==> src/rtl/mdr_access_arbiter.sv <==
// Round-robin arbiter that sequences MDR/DRAM read and write transactions
// for two requesters (datapath and image DMA). Moore control outputs.
module mdr_access_arbiter #(
    parameter int ADDR_W = 16,
    parameter int DATA_W = 8,
    parameter int RD_LAT = 1
) (
    input  logic              clock,
    input  logic              reset,
    input  logic              req0,
    input  logic              we0,
    input  logic [ADDR_W-1:0] addr0,
    input  logic [DATA_W-1:0] wdata0,
    input  logic              req1,
    input  logic              we1,
    input  logic [ADDR_W-1:0] addr1,
    input  logic [DATA_W-1:0] wdata1,
    output logic              ack0,
    output logic              ack1,
    output logic [DATA_W-1:0] rdata,
    output logic              busy,
    output logic [1:0]        MDR_control,
    output logic [DATA_W-1:0] bus_to_MDR,
    input  logic [DATA_W-1:0] MDR_to_bus,
    output logic [ADDR_W-1:0] DRAM_addr,
    output logic              DRAM_we
);

    localparam logic [2:0] IDLE      = 3'd0;
    localparam logic [2:0] RD_WAIT   = 3'd1;
    localparam logic [2:0] RD_CAP    = 3'd2;
    localparam logic [2:0] WR_LOAD   = 3'd3;
    localparam logic [2:0] WR_COMMIT = 3'd4;
    localparam logic [2:0] DONE      = 3'd5;

    localparam logic [1:0] MDR_HOLD     = 2'b00;
    localparam logic [1:0] MDR_LOAD_MEM = 2'b01;
    localparam logic [1:0] MDR_LOAD_BUS = 2'b10;

    localparam logic [2:0] CNT_INIT = 3'(RD_LAT - 1);

    logic [2:0]        r_state;
    logic [2:0]        r_cnt;
    logic              r_owner;
    logic              r_last;
    logic [DATA_W-1:0] r_rdata;
    logic [ADDR_W-1:0] r_addr;
    logic [DATA_W-1:0] r_wdata;

    logic              w_req_any;
    logic              w_pick;
    logic              w_pick_we;
    logic [ADDR_W-1:0] w_pick_addr;
    logic [DATA_W-1:0] w_pick_wdata;

    // On a tie the requester that was not served last wins.
    assign w_req_any    = req0 | req1;
    assign w_pick       = (req0 && req1) ? ~r_last : req1;
    assign w_pick_we    = w_pick ? we1    : we0;
    assign w_pick_addr  = w_pick ? addr1  : addr0;
    assign w_pick_wdata = w_pick ? wdata1 : wdata0;

    // NOTE: all state below uses non-blocking assignments so every register
    // samples pre-edge values, independent of statement order.
    always_ff @(posedge clock or posedge reset) begin
        if (reset) begin
            r_state <= IDLE;
            r_cnt   <= '0;
            r_owner <= 1'b0;
            r_last  <= 1'b1;
            r_rdata <= '0;
            r_addr  <= '0;
            r_wdata <= '0;
        end else begin
            case (r_state)
                IDLE: begin
                    if (w_req_any) begin
                        r_owner <= w_pick;
                        r_last  <= w_pick;
                        r_addr  <= w_pick_addr;
                        r_wdata <= w_pick_wdata;
                        if (w_pick_we) begin
                            r_state <= WR_LOAD;
                        end else begin
                            r_state <= RD_WAIT;
                            r_cnt   <= CNT_INIT;
                        end
                    end
                end
                RD_WAIT: begin
                    if (r_cnt == 3'd0) begin
                        r_state <= RD_CAP;
                    end else begin
                        r_cnt <= r_cnt - 3'd1;
                    end
                end
                RD_CAP: begin
                    r_rdata <= MDR_to_bus;
                    r_state <= DONE;
                end
                WR_LOAD:   r_state <= WR_COMMIT;
                WR_COMMIT: r_state <= DONE;
                DONE:      r_state <= IDLE;
                default:   r_state <= IDLE;
            endcase
        end
    end

    // NOTE: every output gets a default first so no latch is inferred.
    always_comb begin
        MDR_control = MDR_HOLD;
        DRAM_we     = 1'b0;
        ack0        = 1'b0;
        ack1        = 1'b0;
        case (r_state)
            RD_WAIT:   if (r_cnt == 3'd0) MDR_control = MDR_LOAD_MEM;
            WR_LOAD:   MDR_control = MDR_LOAD_BUS;
            WR_COMMIT: DRAM_we = 1'b1;
            DONE: begin
                ack0 = ~r_owner;
                ack1 = r_owner;
            end
            default: ;
        endcase
    end

    assign busy       = (r_state != IDLE);
    assign rdata      = r_rdata;
    assign DRAM_addr  = r_addr;
    assign bus_to_MDR = r_wdata;

endmodule

==> config.mk <==
export PLATFORM = sky130hd
export DESIGN_NAME = mdr_access_arbiter
export DESIGN_NICKNAME = d
export VERILOG_FILES = /design/src/rtl/mdr_access_arbiter.sv
export SDC_FILE = /design/constraint.sdc
export NUM_CORES = 1
export LEC_CHECK = 0
export BUFFER_PORTS_ARGS = -buffer_cell sky130_fd_sc_hd__buf_2
export CAP_MARGIN = 20
export CORE_ASPECT_RATIO = 2
export CORE_MARGIN = 2
export CORE_UTILIZATION = 25
export CTS_CLUSTER_SIZE = 14
export DETAILED_ROUTE_END_ITERATION = 8
export GPL_TIMING_DRIVEN = 0
export SLEW_MARGIN = 20
export SYNTH_ARGS = -nofsm -noshare
export SYNTH_HDL_FRONTEND = slang
export SYNTH_SLANG_ARGS = --single-unit
==> constraint.sdc <==
create_clock -name clock -period 2.8 [get_ports clock]
set_clock_uncertainty 0.2 [all_clocks]
set_input_delay 0.42 -clock clock [delete_from_list [all_inputs] [get_ports clock]]
set_output_delay 0.42 -clock clock [all_outputs]
set_load 0.01 [all_outputs]
# Yosys cells after proc, flatten, opt, wreduce, memory -nomap -nowiden
# Index checks and enable logic that the tools add are counted.
[totals] regBits=40
[op_classes] n_reduce_logical=9 add_sub_neg=1 muxes=17 n_eq_ne=9 bitwise=3
[ops] operator="$mux 16" n=1
[ops] operator="$mux 3" n=5
[ops] operator="$pmux 3 s4" n=1
[ops] operator="$mux 8" n=1
[ops] operator="$ne 2x2->1 const B" n=4
[ops] operator="$eq 3x2->1 const B" n=2
[ops] operator="$eq 3x3->1 const B" n=2
[ops] operator="$logic_not 3->1" n=2
[ops] operator="$mux 1" n=6
[ops] operator="$pmux 3 s2" n=1
[ops] operator="$pmux 2 s2" n=1
[ops] operator="$reduce_and 2->1" n=2
[ops] operator="$reduce_and 4->1" n=1
[ops] operator="$eq 3x1->1 const B" n=1
[ops] operator="$reduce_bool 3->1" n=1
[ops] operator="$sub 3x1->3 const B" n=1
[ops] operator="$mux 2" n=1
[ops] operator="$not 1->1" n=2
[ops] operator="$reduce_bool 2->1" n=1
[ops] operator="$reduce_or 2->1" n=1
[ops] operator="$logic_and 1x1->1" n=1
[ops] operator="$or 1x1->1" n=1

# Depth between registers and ports, before layout
# Gate-level depths: netlist of run 1.
[depth] word_depth=6 depth_mapped=6 mapped_depth_nobuf=6

# Least setup slack after synthesis of run 1
# OpenSTA, ideal clock, no wires.
[synth_timing] path_type="input to register" start="input port req1" end="register r_addr[0], in the netlist DRAM_addr[0]" cell_stages=4 t_arrival_ns=1.468 path_slack_ns=1.007 required_ns=2.475 cell_sequence="a21boi_4 buf_6 mux2_4 mux2_4"
[synth_via] elab_chain_cells=3 elab_cells_between_ends=5 classes_between="mux: 2; bitwise: 1; reduce/logical: 2"
[synth_rtl] item="from (decl)" line="14" source="input logic req1,"
[synth_rtl] item="$logic_and 1x1->1" line="58" source="assign w_pick = (req0 && req1) ? ~r_last : req1;"
[synth_rtl] item="$mux 1" line="58"
[synth_rtl] item="$mux 16" line="60" source="assign w_pick_addr = w_pick ? addr1 : addr0;"
[synth_rtl] item="to (signal assigned)" line="80" source="r_addr <= w_pick_addr;"
[synth_rtl] item="to (decl)" line="47" source="logic [ADDR_W-1:0] r_addr;"
# Several ways; a longest one is shown, not always the timed one.
# A chain may end at the register's enable or synchronous reset.

# Worst setup path after layout of run 1
[layout_timing] start="register r_state[0]" end="output port ack1"
[layout_via] elab_chain_cells=2
[layout_rtl] item="from (decl)" line="42" source="logic [2:0] r_state;"
[layout_rtl] item="from (signal assigned)" line="67" source="r_state <= IDLE;"
[layout_rtl] item="from (signal assigned)" line="83" source="r_state <= WR_LOAD;"
[layout_rtl] item="from (signal assigned)" line="85" source="r_state <= RD_WAIT;"
[layout_rtl] item="$eq 3x3->1" line="115" source="case (r_state)"
[layout_rtl] item="$mux 1" line="115"
[layout_rtl] item="to (decl)" line="19" source="output logic ack1,"
# Every way passes these cells.

==> impl_metrics.env, run 1 <==
export IMPL_fin_nets=324
export IMPL_vias=1594
export IMPL_slowest_stage="dfrtp_1"
export IMPL_layout_common_cells="buf_2, dfrtp_1, mux2_4, mux2_2"
export IMPL_status="finished, final reports clean"
export IMPL_finalSetupViolCount=0
export IMPL_critical_path_arrival_ns=1.64
export IMPL_end_kind="output port"
export IMPL_postRouteAntennaNets=0
export IMPL_path_buf_inv=3
export IMPL_r2r_end="bus_to_MDR[2]"
export IMPL_critPathKind="reg -> out"
export IMPL_final_common_cell="buf_2"
export IMPL_syn_inst=152
export IMPL_clk_pin_slew_ns=0.06
export IMPL_start_util_pct=25.5
export IMPL_fmax_mhz=443
export IMPL_synth_seq_cells=40
export IMPL_path_cells="clkbuf_1, inv_1, nor3_1, buf_2"
export IMPL_tightest_slew_ns=0.397
export IMPL_dieArea_um2=9510
export IMPL_postLayoutCoreUtil_pct=35.1
export IMPL_antenna_found_initial=0
export IMPL_via_per_inst=4.42
export IMPL_cts_resized=0
export IMPL_numCtsBuffers=5
export IMPL_synth_ff_type="dfrtp_1"
export IMPL_slew_headroom_pct=73.2
export IMPL_busiest_layer="met2"
export IMPL_met3_usage_pct=2.67
export IMPL_grt_use_met2_pct=19.1
export IMPL_dieHeight_um=136
export IMPL_reg2regPathDepth=6
export IMPL_crit_start="r_state[0]"
export IMPL_grt_pass1_vias=1592
export IMPL_drtIter0Drc=58
export IMPL_cpPeakStageDelay_ns=0.46
export IMPL_cts_tree="done"
export IMPL_crit_path_start_kind="register"
export IMPL_grt_setup_unrepaired="no"
export IMPL_clock_latency_ns=0.28
export IMPL_grt_first_pass_wirelength_um=7710
export IMPL_gr_total_overflow=0
export IMPL_pin_count=100
export IMPL_antennaDiodeCount=0
export IMPL_p_leak_nw=1.48
export IMPL_avgSynthCellArea_um2=14.3
export IMPL_design_core_area_um2=8530
export IMPL_cts_setup_buffers=0
export IMPL_hpwl_um=3890
export IMPL_crit_end="ack1"
export IMPL_required_ns=2.18
export IMPL_wl_per_cell_um=13.7
export IMPL_syn_area_um2=2180
export IMPL_async_reset_ff_share_pct=100
export IMPL_syn_nets=216
export IMPL_post_route_period_util_pct=80.6
export IMPL_gp_congestion=0.737
export IMPL_ctsRootBufferMaster="clkbuf_16"
export IMPL_path_depth=4
export IMPL_grt_max_degree=26
export IMPL_cpLargestDelayFamily="buffers and inverters"
export IMPL_reg2reg_slack_ns=0.88
export IMPL_rows=48
export IMPL_htree_num_levels=2
export IMPL_die_x_um=70.0
export IMPL_drv_cap=0
export IMPL_drive_above_1_share_pct=67.4
export IMPL_reg2reg_from="r_state[1]"
export IMPL_p_per_area_nw_per_um2=1050
export IMPL_port_buffers=99
export IMPL_grt_use_total_pct=10.4
export IMPL_ys_seq_area_share_pct=46.1
export IMPL_cts_buffer_depth=2
export IMPL_drc=0
export IMPL_cts_sinks=40
export IMPL_firstDrtPassIters=6
export IMPL_hold_violations=0
export IMPL_synth_edff_count=0
export IMPL_report_final_slew_viol_count=0
export IMPL_ys_types=31
export IMPL_area_delta_synth_final_pct=37.4
export IMPL_finalSetupTns_ns=0
export IMPL_drt_wl_total_um=4940
export IMPL_grt_use_met1_pct=10.8
export IMPL_min_period_ns=2.26
export IMPL_vdd_drop_max_mv=0.302
export IMPL_yosysWarnings=0
export IMPL_critical_path_peak_fanout=10
export IMPL_min_path_type="in -> reg"
==> how the worst min path moves through the flow <==
stage / start / endpoint / slack (ns) / cells past startpoint
after detailed placement: reset / DRAM_addr[10] / 0.23 / 2
final: MDR_to_bus[2] / rdata[2] / 0.17 / 2
after global placement: r_cnt[0] / r_cnt[0] / 0.27 / 1
after CTS: MDR_to_bus[2] / rdata[2] / 0.16 / 2
after floorplan: r_cnt[0] / r_cnt[0] / 0.25 / 1
after global routing: MDR_to_bus[2] / rdata[2] / 0.16 / 2
==> repair_timing <==
action	CTS	global route
setup endpoints to repair	0	0
hold buffers	1	0
endpoints found under the hold margin	15	0
==> cells by family (layout without fill, tap and decap cells) <==
| family | count (synthesis) | in the layout | share of synthesized area [%] |
|---|---|---|---|
| buffers and inverters | 15 | 124 | 5.69 |
| DFF | 40 | 40 | 46.1 |
| muxes | 58 | 58 | 36.0 |
| AOI/OAI and AO/OA | 15 | 15 | 5.00 |
| and+or+nand+nor | 22 | 22 | 6.10 |
| adders and majority gates | 2 | 2 | 1.15 |
==> cell type report <==
class | count | area [µm²]
fillers | 878 | 5540
multi-input cells | 97 | 1050
flip-flops and latches | 40 | 1000
repair buffers | 101 | 526
clock buffers | 6 | 129
well taps | 100 | 125
plain buffers | 8 | 97.6
clock inverters | 2 | 35.0
inverters | 7 | 26.3
==> worst register-to-register path: cells and delay by family (launching register included) <==
family                 cells  cell delay [ns]
and+or+nand+nor            1             0.28
buffers and inverters      3             0.46
DFF                        1             0.37
AOI/OAI and AO/OA          1             0.19
muxes                      1             0.31
==> sequential cells by signal (all words and copies together), names as in the netlist <==
register	flops
DRAM_addr	16
bus_to_MDR	8
r_cnt	3
r_last	1
r_owner	1
r_state	3
rdata	8
==> power breakdown <==
group          switching [mW]  internal, mW  leakage [nW]
Sequential              0.148         0.863         0.478
Combinational           0.642         0.833         0.917
Clock                   0.229         0.419        0.0808
Total                    1.02          2.12          1.48
==> Yosys cell counts, types with 2 or more instances <==
| library cell | n | area, µm² |
|---|---|---|
| nor3_1 | 4 | 20.0 |
| inv_1 | 7 | 26.3 |
| buf_6 | 3 | 33.8 |
| mux2_2 | 22 | 248 |
| a31oi_1 | 2 | 12.5 |
| a21oi_1 | 2 | 10.0 |
| ha_1 | 2 | 25.0 |
| buf_12 | 2 | 40.0 |
| nor2_1 | 6 | 22.5 |
| nor4b_1 | 3 | 26.3 |
| nand2b_1 | 3 | 18.8 |
| dfrtp_1 | 39 | 976 |
| o21ai_0 | 4 | 20.0 |
| mux2_4 | 35 | 526 |
| o211ai_1 | 2 | 15.0 |
==> through the flow <==
| stage | cell area [µm²] | hold slack, ns | setup slack [ns] | instances | power (mW) |
|---|---|---|---|---|---|
| after floorplan | 2180 | 0.249 | 1.01 | 152 | 2.05 |
| after global placement | 2800 | 0.273 | 0.609 | 351 | 2.49 |
| after detailed placement | 2820 | 0.229 | 0.673 | 352 | 2.53 |
| after CTS | 2990 | 0.160 | 0.540 | 361 | 3.20 |
| after global routing | 2990 | 0.163 | 0.410 | 361 | 3.34 |
| final | 2990 | 0.169 | 0.545 | 361 | 3.13 |
==> per-layer routing <==
layer | routed length (µm) | share of wire [%]
met2 | 2730 | 55
met1 | 1840 | 37
met4 | 88 | 1.8
met3 | 283 | 5.7
met5 | 0 | 0
(Power assumes the default switching activity.)
==> inputs of run 2 (changes only) <==
--- a/config.mk
+++ b/config.mk
@@ -5,6 +5,7 @@
 export SDC_FILE = /design/constraint.sdc
 export NUM_CORES = 1
 export LEC_CHECK = 0
+export ABC_AREA = 1
 export BUFFER_PORTS_ARGS = -buffer_cell sky130_fd_sc_hd__buf_2
 export CAP_MARGIN = 20
 export CORE_ASPECT_RATIO = 2
==> constraint.sdc (replaced) <==
create_clock -name clock -period 2.05 [get_ports clock]
set_clock_uncertainty 0.2 [all_clocks]
set_input_delay 0.3075 -clock clock [delete_from_list [all_inputs] [get_ports clock]]
set_output_delay 0.3075 -clock clock [all_outputs]
set_load 0.01 [all_outputs]
==> impl_metrics.env, run 2 <==
export IMPL_p_per_area_nw_per_um2=1470
export IMPL_min_path_type="in -> reg"
export IMPL_critPathKind="reg -> out"
export IMPL_p_seq_share_pct=34.6
export IMPL_synthAdderAreaFrac_pct=1.28
export IMPL_postRouteAntennaNets=0
export IMPL_ys_types=19
export IMPL_antenna_found_initial=0
export IMPL_fmax_mhz=545
export IMPL_grt_first_pass_wirelength_um=8770
export IMPL_multi_input_area_um2=785
export IMPL_required_ns=1.54
export IMPL_synthTopCellsByCount="nand2_1, nor2_1, dfrtp_1, o21ai_0, inv_1"
export IMPL_synth_xor_area_share_pct=0
export IMPL_report_final_slew_viol_count=0
export IMPL_end_kind="output port"
export IMPL_htree_num_levels=2
export IMPL_grt_max_degree=25
export IMPL_dieHeight_um=129
export IMPL_syn_area_um2=1960
export IMPL_cts_resized=0
export IMPL_via_per_inst=4.29
export IMPL_largest_reg_flops=16
export IMPL_synth_area_leaders="dfrtp_1, nand2_1, nor2_1"
export IMPL_netlist_area_leader_share_pct=49.8
export IMPL_cts_setup_buffers=0
export IMPL_drtIter0Drc=73
export IMPL_port_buffers=99
export IMPL_grt_pass1_vias=1965
export IMPL_syn_inst=255
export IMPL_muxShareOfSynthArea_pct=0
export IMPL_pin_count=100
export IMPL_switching_share_pct=40.2
export IMPL_vias=1965
export IMPL_dieArea_um2=8600
export IMPL_layout_common_cells="buf_2, nand2_1, nor2_1, dfrtp_1, o21ai_0"
export IMPL_hold_violations=0
export IMPL_vdd_drop_max_mv=0.447
export IMPL_clk_pin_slew_ns=0.06
export IMPL_gr_total_overflow=0
export IMPL_numCtsBuffers=5
export IMPL_clock_latency_ns=0.28
export IMPL_syn_nets=319
export IMPL_antennaDiodeCount=0
export IMPL_status="finished, final reports clean"
export IMPL_fillerInstances=857
export IMPL_finalSetupViolCount=0
export IMPL_final_common_cell="buf_2"
export IMPL_ys_seq_area_share_pct=51.2
export IMPL_drv_cap=0
export IMPL_slew_headroom_pct=69.6
export IMPL_hpwl_um=4380
export IMPL_final_seq_area_um2=1000
export IMPL_cts_sinks=40
export IMPL_switching_power_mw=1.62
export IMPL_combPwrFrac_pct=45.7
export IMPL_clockPowerShare_pct=19.7
export IMPL_grt_setup_unrepaired="no"
export IMPL_area_delta_synth_final_pct=40.5
export IMPL_synth_top_area_cell="dfrtp_1"
export IMPL_synth_edff_count=0
export IMPL_yosysWarnings=0
export IMPL_synth_seq_cells=40
export IMPL_synth_simple_gate_area_share_pct=29.1
export IMPL_post_route_period_util_pct=89.5
export IMPL_design_core_area_um2=7600
export IMPL_hold_buffers=1
export IMPL_p_leak_nw=1.57
export IMPL_rows=45
export IMPL_avgSynthCellArea_um2=7.68
export IMPL_critical_path_arrival_ns=1.33
export IMPL_firstDrtPassIters=4
export IMPL_postLayoutCoreUtil_pct=36.2
export IMPL_async_reset_ff_share_pct=100
export IMPL_ctsRootBufferMaster="clkbuf_16"
export IMPL_drive_above_1_share_pct=34.6
export IMPL_wl_per_cell_um=12.1
export IMPL_min_period_ns=1.83
export IMPL_tightest_slew_ns=0.456
export IMPL_synth_compound_area_share_pct=9.71
export IMPL_gp_congestion=0.790
export IMPL_grt_use_total_pct=13.6
export IMPL_cts_buffer_depth=2
export IMPL_synth_top_family_by_area="simple AND/OR/NAND/NOR gates"
export IMPL_drt_wl_total_um=5550
export IMPL_crit_path_start_kind="register"
export IMPL_synth_ff_type="dfrtp_1"
export IMPL_yosysMostFrequentCell="nand2_1"
export IMPL_internal_power_mw=2.41
export IMPL_start_util_pct=25.8
export IMPL_power_mw=4.03
export IMPL_fin_nets=427
export IMPL_critical_path_peak_fanout=3
export IMPL_drc=0
export IMPL_die_x_um=66.6
export IMPL_cts_tree="done"
run 2: cell count changes in the layout (fill, tap and decap cells not counted), sizes merged, moves of 2 or more:
cell	previous run	this run
nand2	1	74
mux2	57	0
nor2	7	58
o21ai	4	37
inv	7	23
nand3	1	9
nor3	5	0
nand2b	3	0
nor4b	3	0
a31oi	2	0
clkbuf	7	9
o211ai	2	0
run 2: area by class of cell:
class | instances | area share [%]
plain buffers | 10 | 3.09
clock inverters | 1 | 0.273
inverters | 23 | 3.14
multi-input cells | 182 | 28.5
flip-flops and latches | 40 | 36.4
clock buffers | 7 | 5.18
well taps | 94 | 4.27
repair buffers | 101 | 19.1
run 2: stage by stage:
stage	hold slack (ns)	std cells	TNS (ns)	worst slack (ns)	instance area [µm²]
2_1_floorplan	0.235	255	0	0.537	1960
5_1_grt	0.0497	458	0	0.110	2750
3_3_place_gp	0.254	448	-0.407	-0.0122	2570
3_5_place_dp	0.127	449	0	0.357	2590
6_report	0.0383	458	0	0.216	2750
4_1_cts	0.0390	458	0	0.196	2750
run 2: path summary, 6_finish.rpt:
kind	from	end	slack, ns	cells after the start
max reg2reg	r_last	DRAM_addr[14]	0.36	5
max	r_cnt[0]	MDR_control[0]	0.22	6
min	wdata1[4]	bus_to_MDR[4]	0.04	3
min in group asynchronous	reset	bus_to_MDR[5]	0.36	3
max in group asynchronous	reset	r_last	0.75	4
min reg2reg	r_last	r_last	0.26	2
run 2: cell families (layout without fill, tap and decap cells):
group           Yosys count  in the layout
simple gates            142            142
flops                    40             40
compound gates           38             38
buf+inv                  33            142
fa+ha+maj                 2              2
run 2: power groups by stage:
stage	Clock, mW	Sequential [mW]	Combinational, mW
floorplan	0	1.55	1.02
global placement	0	1.40	1.83
detailed placement	0	1.41	1.88
CTS	0.818	1.40	1.89
global route	0.859	1.45	2.12
finish	0.794	1.40	1.84
run 2: worst max-delay path, cell delays in order, from the launching register on:
cell and delay (ns):
dfrtp_1 0.36, inv_1 0.05, ha_1 0.19, ha_1 0.18
inv_1 0.08, nor2_1 0.05, buf_2 0.14
run 2: per-layer routing:
layer | vias up | track usage [%] | wire length, µm | share of wire, %
met5 | - | 0 | 0 | 0
met4 | 0 | 6.72 | 142 | 2.6
met3 | 9 | 2.00 | 238 | 4.3
met2 | 68 | 25.5 | 3070 | 55
met1 | 886 | 14.2 | 2100 | 38
li1 | 1002 | - | - | -
==> inputs of run 3 (changes only) <==
--- a/config.mk
+++ b/config.mk
@@ -14,6 +14,7 @@
 export CTS_CLUSTER_SIZE = 14
 export DETAILED_ROUTE_END_ITERATION = 8
 export GPL_TIMING_DRIVEN = 0
+export PLACE_DENSITY = 0.5
 export SLEW_MARGIN = 20
 export SYNTH_ARGS = -nofsm -noshare
 export SYNTH_HDL_FRONTEND = slang
==> impl_metrics.env, run 3 (synthesized netlist as in run 2, its figures left out) <==
export IMPL_pin_count=100
export IMPL_reg2reg_slack_ns=0.32
export IMPL_grt_setup_unrepaired="no"
export IMPL_rows=45
export IMPL_dieHeight_um=129
export IMPL_clk_pin_slew_ns=0.06
export IMPL_critical_path_arrival_ns=1.35
export IMPL_gp_congestion=0.819
export IMPL_hold_start="addr1[5]"
export IMPL_min_period_ns=1.85
export IMPL_die_x_um=66.6
export IMPL_min_path_type="in -> reg"
export IMPL_cts_setup_buffers=0
export IMPL_critPathKind="reg -> out"
export IMPL_grt_first_pass_wirelength_um=9000
export IMPL_slew_headroom_pct=70.0
export IMPL_grt_max_degree=26
export IMPL_hpwl_um=4480
export IMPL_antenna_found_initial=0
export IMPL_port_buffers=99
export IMPL_tightest_slew_ns=0.449
export IMPL_htree_num_levels=2
export IMPL_switching_power_mw=1.61
export IMPL_fillerInstances=837
export IMPL_antennaDiodeCount=0
export IMPL_firstDrtPassIters=4
export IMPL_combPwrFrac_pct=46.3
export IMPL_area_delta_synth_final_pct=39.7
export IMPL_post_route_period_util_pct=90.5
export IMPL_fmax_mhz=539
export IMPL_p_per_area_nw_per_um2=1460
export IMPL_fin_nets=427
export IMPL_internal_power_mw=2.37
export IMPL_place_ws_ns=0.326
export IMPL_clock_latency_ns=0.28
export IMPL_critical_path_peak_fanout=9
export IMPL_start_util_pct=25.8
export IMPL_end_kind="output port"
export IMPL_finalSetupViolCount=0
export IMPL_p_leak_nw=1.57
export IMPL_ctsRootBufferMaster="clkbuf_16"
export IMPL_vias=1971
export IMPL_clockPowerShare_pct=18.5
export IMPL_hold_buffers=1
export IMPL_hold_violations=0
export IMPL_dp_cells=449
export IMPL_drive_above_1_share_pct=34.4
export IMPL_via_per_inst=4.31
export IMPL_holdPathEnd="DRAM_addr[5]"
export IMPL_grt_use_total_pct=14.0
export IMPL_drtIter0Drc=64
export IMPL_drt_wl_total_um=5740
export IMPL_numCtsBuffers=5
export IMPL_fin_cells=457
export IMPL_vdd_drop_max_mv=0.444
export IMPL_largest_reg_flops=16
export IMPL_p_seq_share_pct=35.2
export IMPL_status="finished, final reports clean"
export IMPL_reg2regPathDepth=8
export IMPL_grt_pass1_vias=1951
export IMPL_holdPathStages=3
export IMPL_reg2reg_from="r_last"
export IMPL_final_cell_area_um2=2740
export IMPL_gr_total_overflow=0
export IMPL_crit_path_start_kind="register"
export IMPL_fin_ws_ns=0.196
export IMPL_cts_tree="done"
export IMPL_cts_sinks=40
export IMPL_design_core_area_um2=7600
export IMPL_layout_common_cells="buf_2, nand2_1, nor2_1, dfrtp_1, o21ai_0"
export IMPL_final_common_cell="buf_2"
export IMPL_wl_per_cell_um=12.5
export IMPL_postRouteAntennaNets=0
export IMPL_drv_cap=0
export IMPL_cts_resized=0
export IMPL_required_ns=1.54
export IMPL_switching_share_pct=40.5
export IMPL_dieArea_um2=8600
export IMPL_report_final_slew_viol_count=0
export IMPL_r2r_end="DRAM_addr[13]"
export IMPL_cts_buffer_depth=2
export IMPL_dpl_cell_area_um2=2590
export IMPL_drc=0
-- run 3: changes by cell type in the layout (fill, tap and decap cells not counted), sizes merged --
cell / change
clkbuf: -1
clkinvlp: -1
clkinv: +1
-- run 3: layout make-up --
class / count / area, µm² / area share [%]
Sequential cell: 40 / 1000 / 36.6
Multi-Input combinational cell: 182 / 785 / 28.7
Timing Repair Buffer: 101 / 526 / 19.2
Clock buffer: 6 / 129 / 4.71
Tap cell: 94 / 118 / 4.30
Inverter: 23 / 86.3 / 3.16
Buffer: 10 / 85.1 / 3.11
Clock inverter: 1 / 5.00 / 0.183
-- run 3: worst max-delay path, stage by stage (launching register included) --
cell	delay [ns]
dfrtp_1	0.40
inv_2	0.16
nand3_1	0.20
nor2_1	0.16
buf_2	0.15
-- run 3: worst max path at each step --
stage	start	end	depth (start not counted)
6_report	r_state[2]	MDR_control[0]	4
5_1_grt	r_state[2]	MDR_control[0]	4
4_1_cts	r_state[2]	MDR_control[0]	4
3_5_place_dp	r_last	DRAM_addr[13]	8
3_3_place_gp	reset	bus_to_MDR[0]	2
2_1_floorplan	r_cnt[0]	r_cnt[0]	9
-- run 3: metal layers --
layer  routed length, µm  track usage (%)  part of all wire (%)
met1                2000             13.5                    35
met2                3340             27.1                    58
met3                 275             2.52                   4.8
met4                 127             6.60                   2.2
met5                   0                0                     0
-- run 3: through the flow --
stage | power [mW] | hold slack, ns | setup TNS (ns) | util, %
final | 3.98 | 0.0414 | 0 | 36.0
after global routing | 4.36 | 0.0461 | 0 | 36.0
after CTS | 4.07 | 0.0349 | 0 | 36.0
after detailed placement | 3.30 | 0.111 | 0 | 34.1
after global placement | 3.27 | 0.255 | -1.98 | 33.8
after floorplan | 2.57 | 0.235 | 0 | -
-- run 3: power groups by stage --
stage / clock, mW / sequential, mW / combinational [mW]
CTS: 0.768 / 1.41 / 1.90
finish: 0.737 / 1.40 / 1.84
floorplan: 0 / 1.55 / 1.02
global route: 0.796 / 1.45 / 2.12
global placement: 0 / 1.41 / 1.86
detailed placement: 0 / 1.42 / 1.89
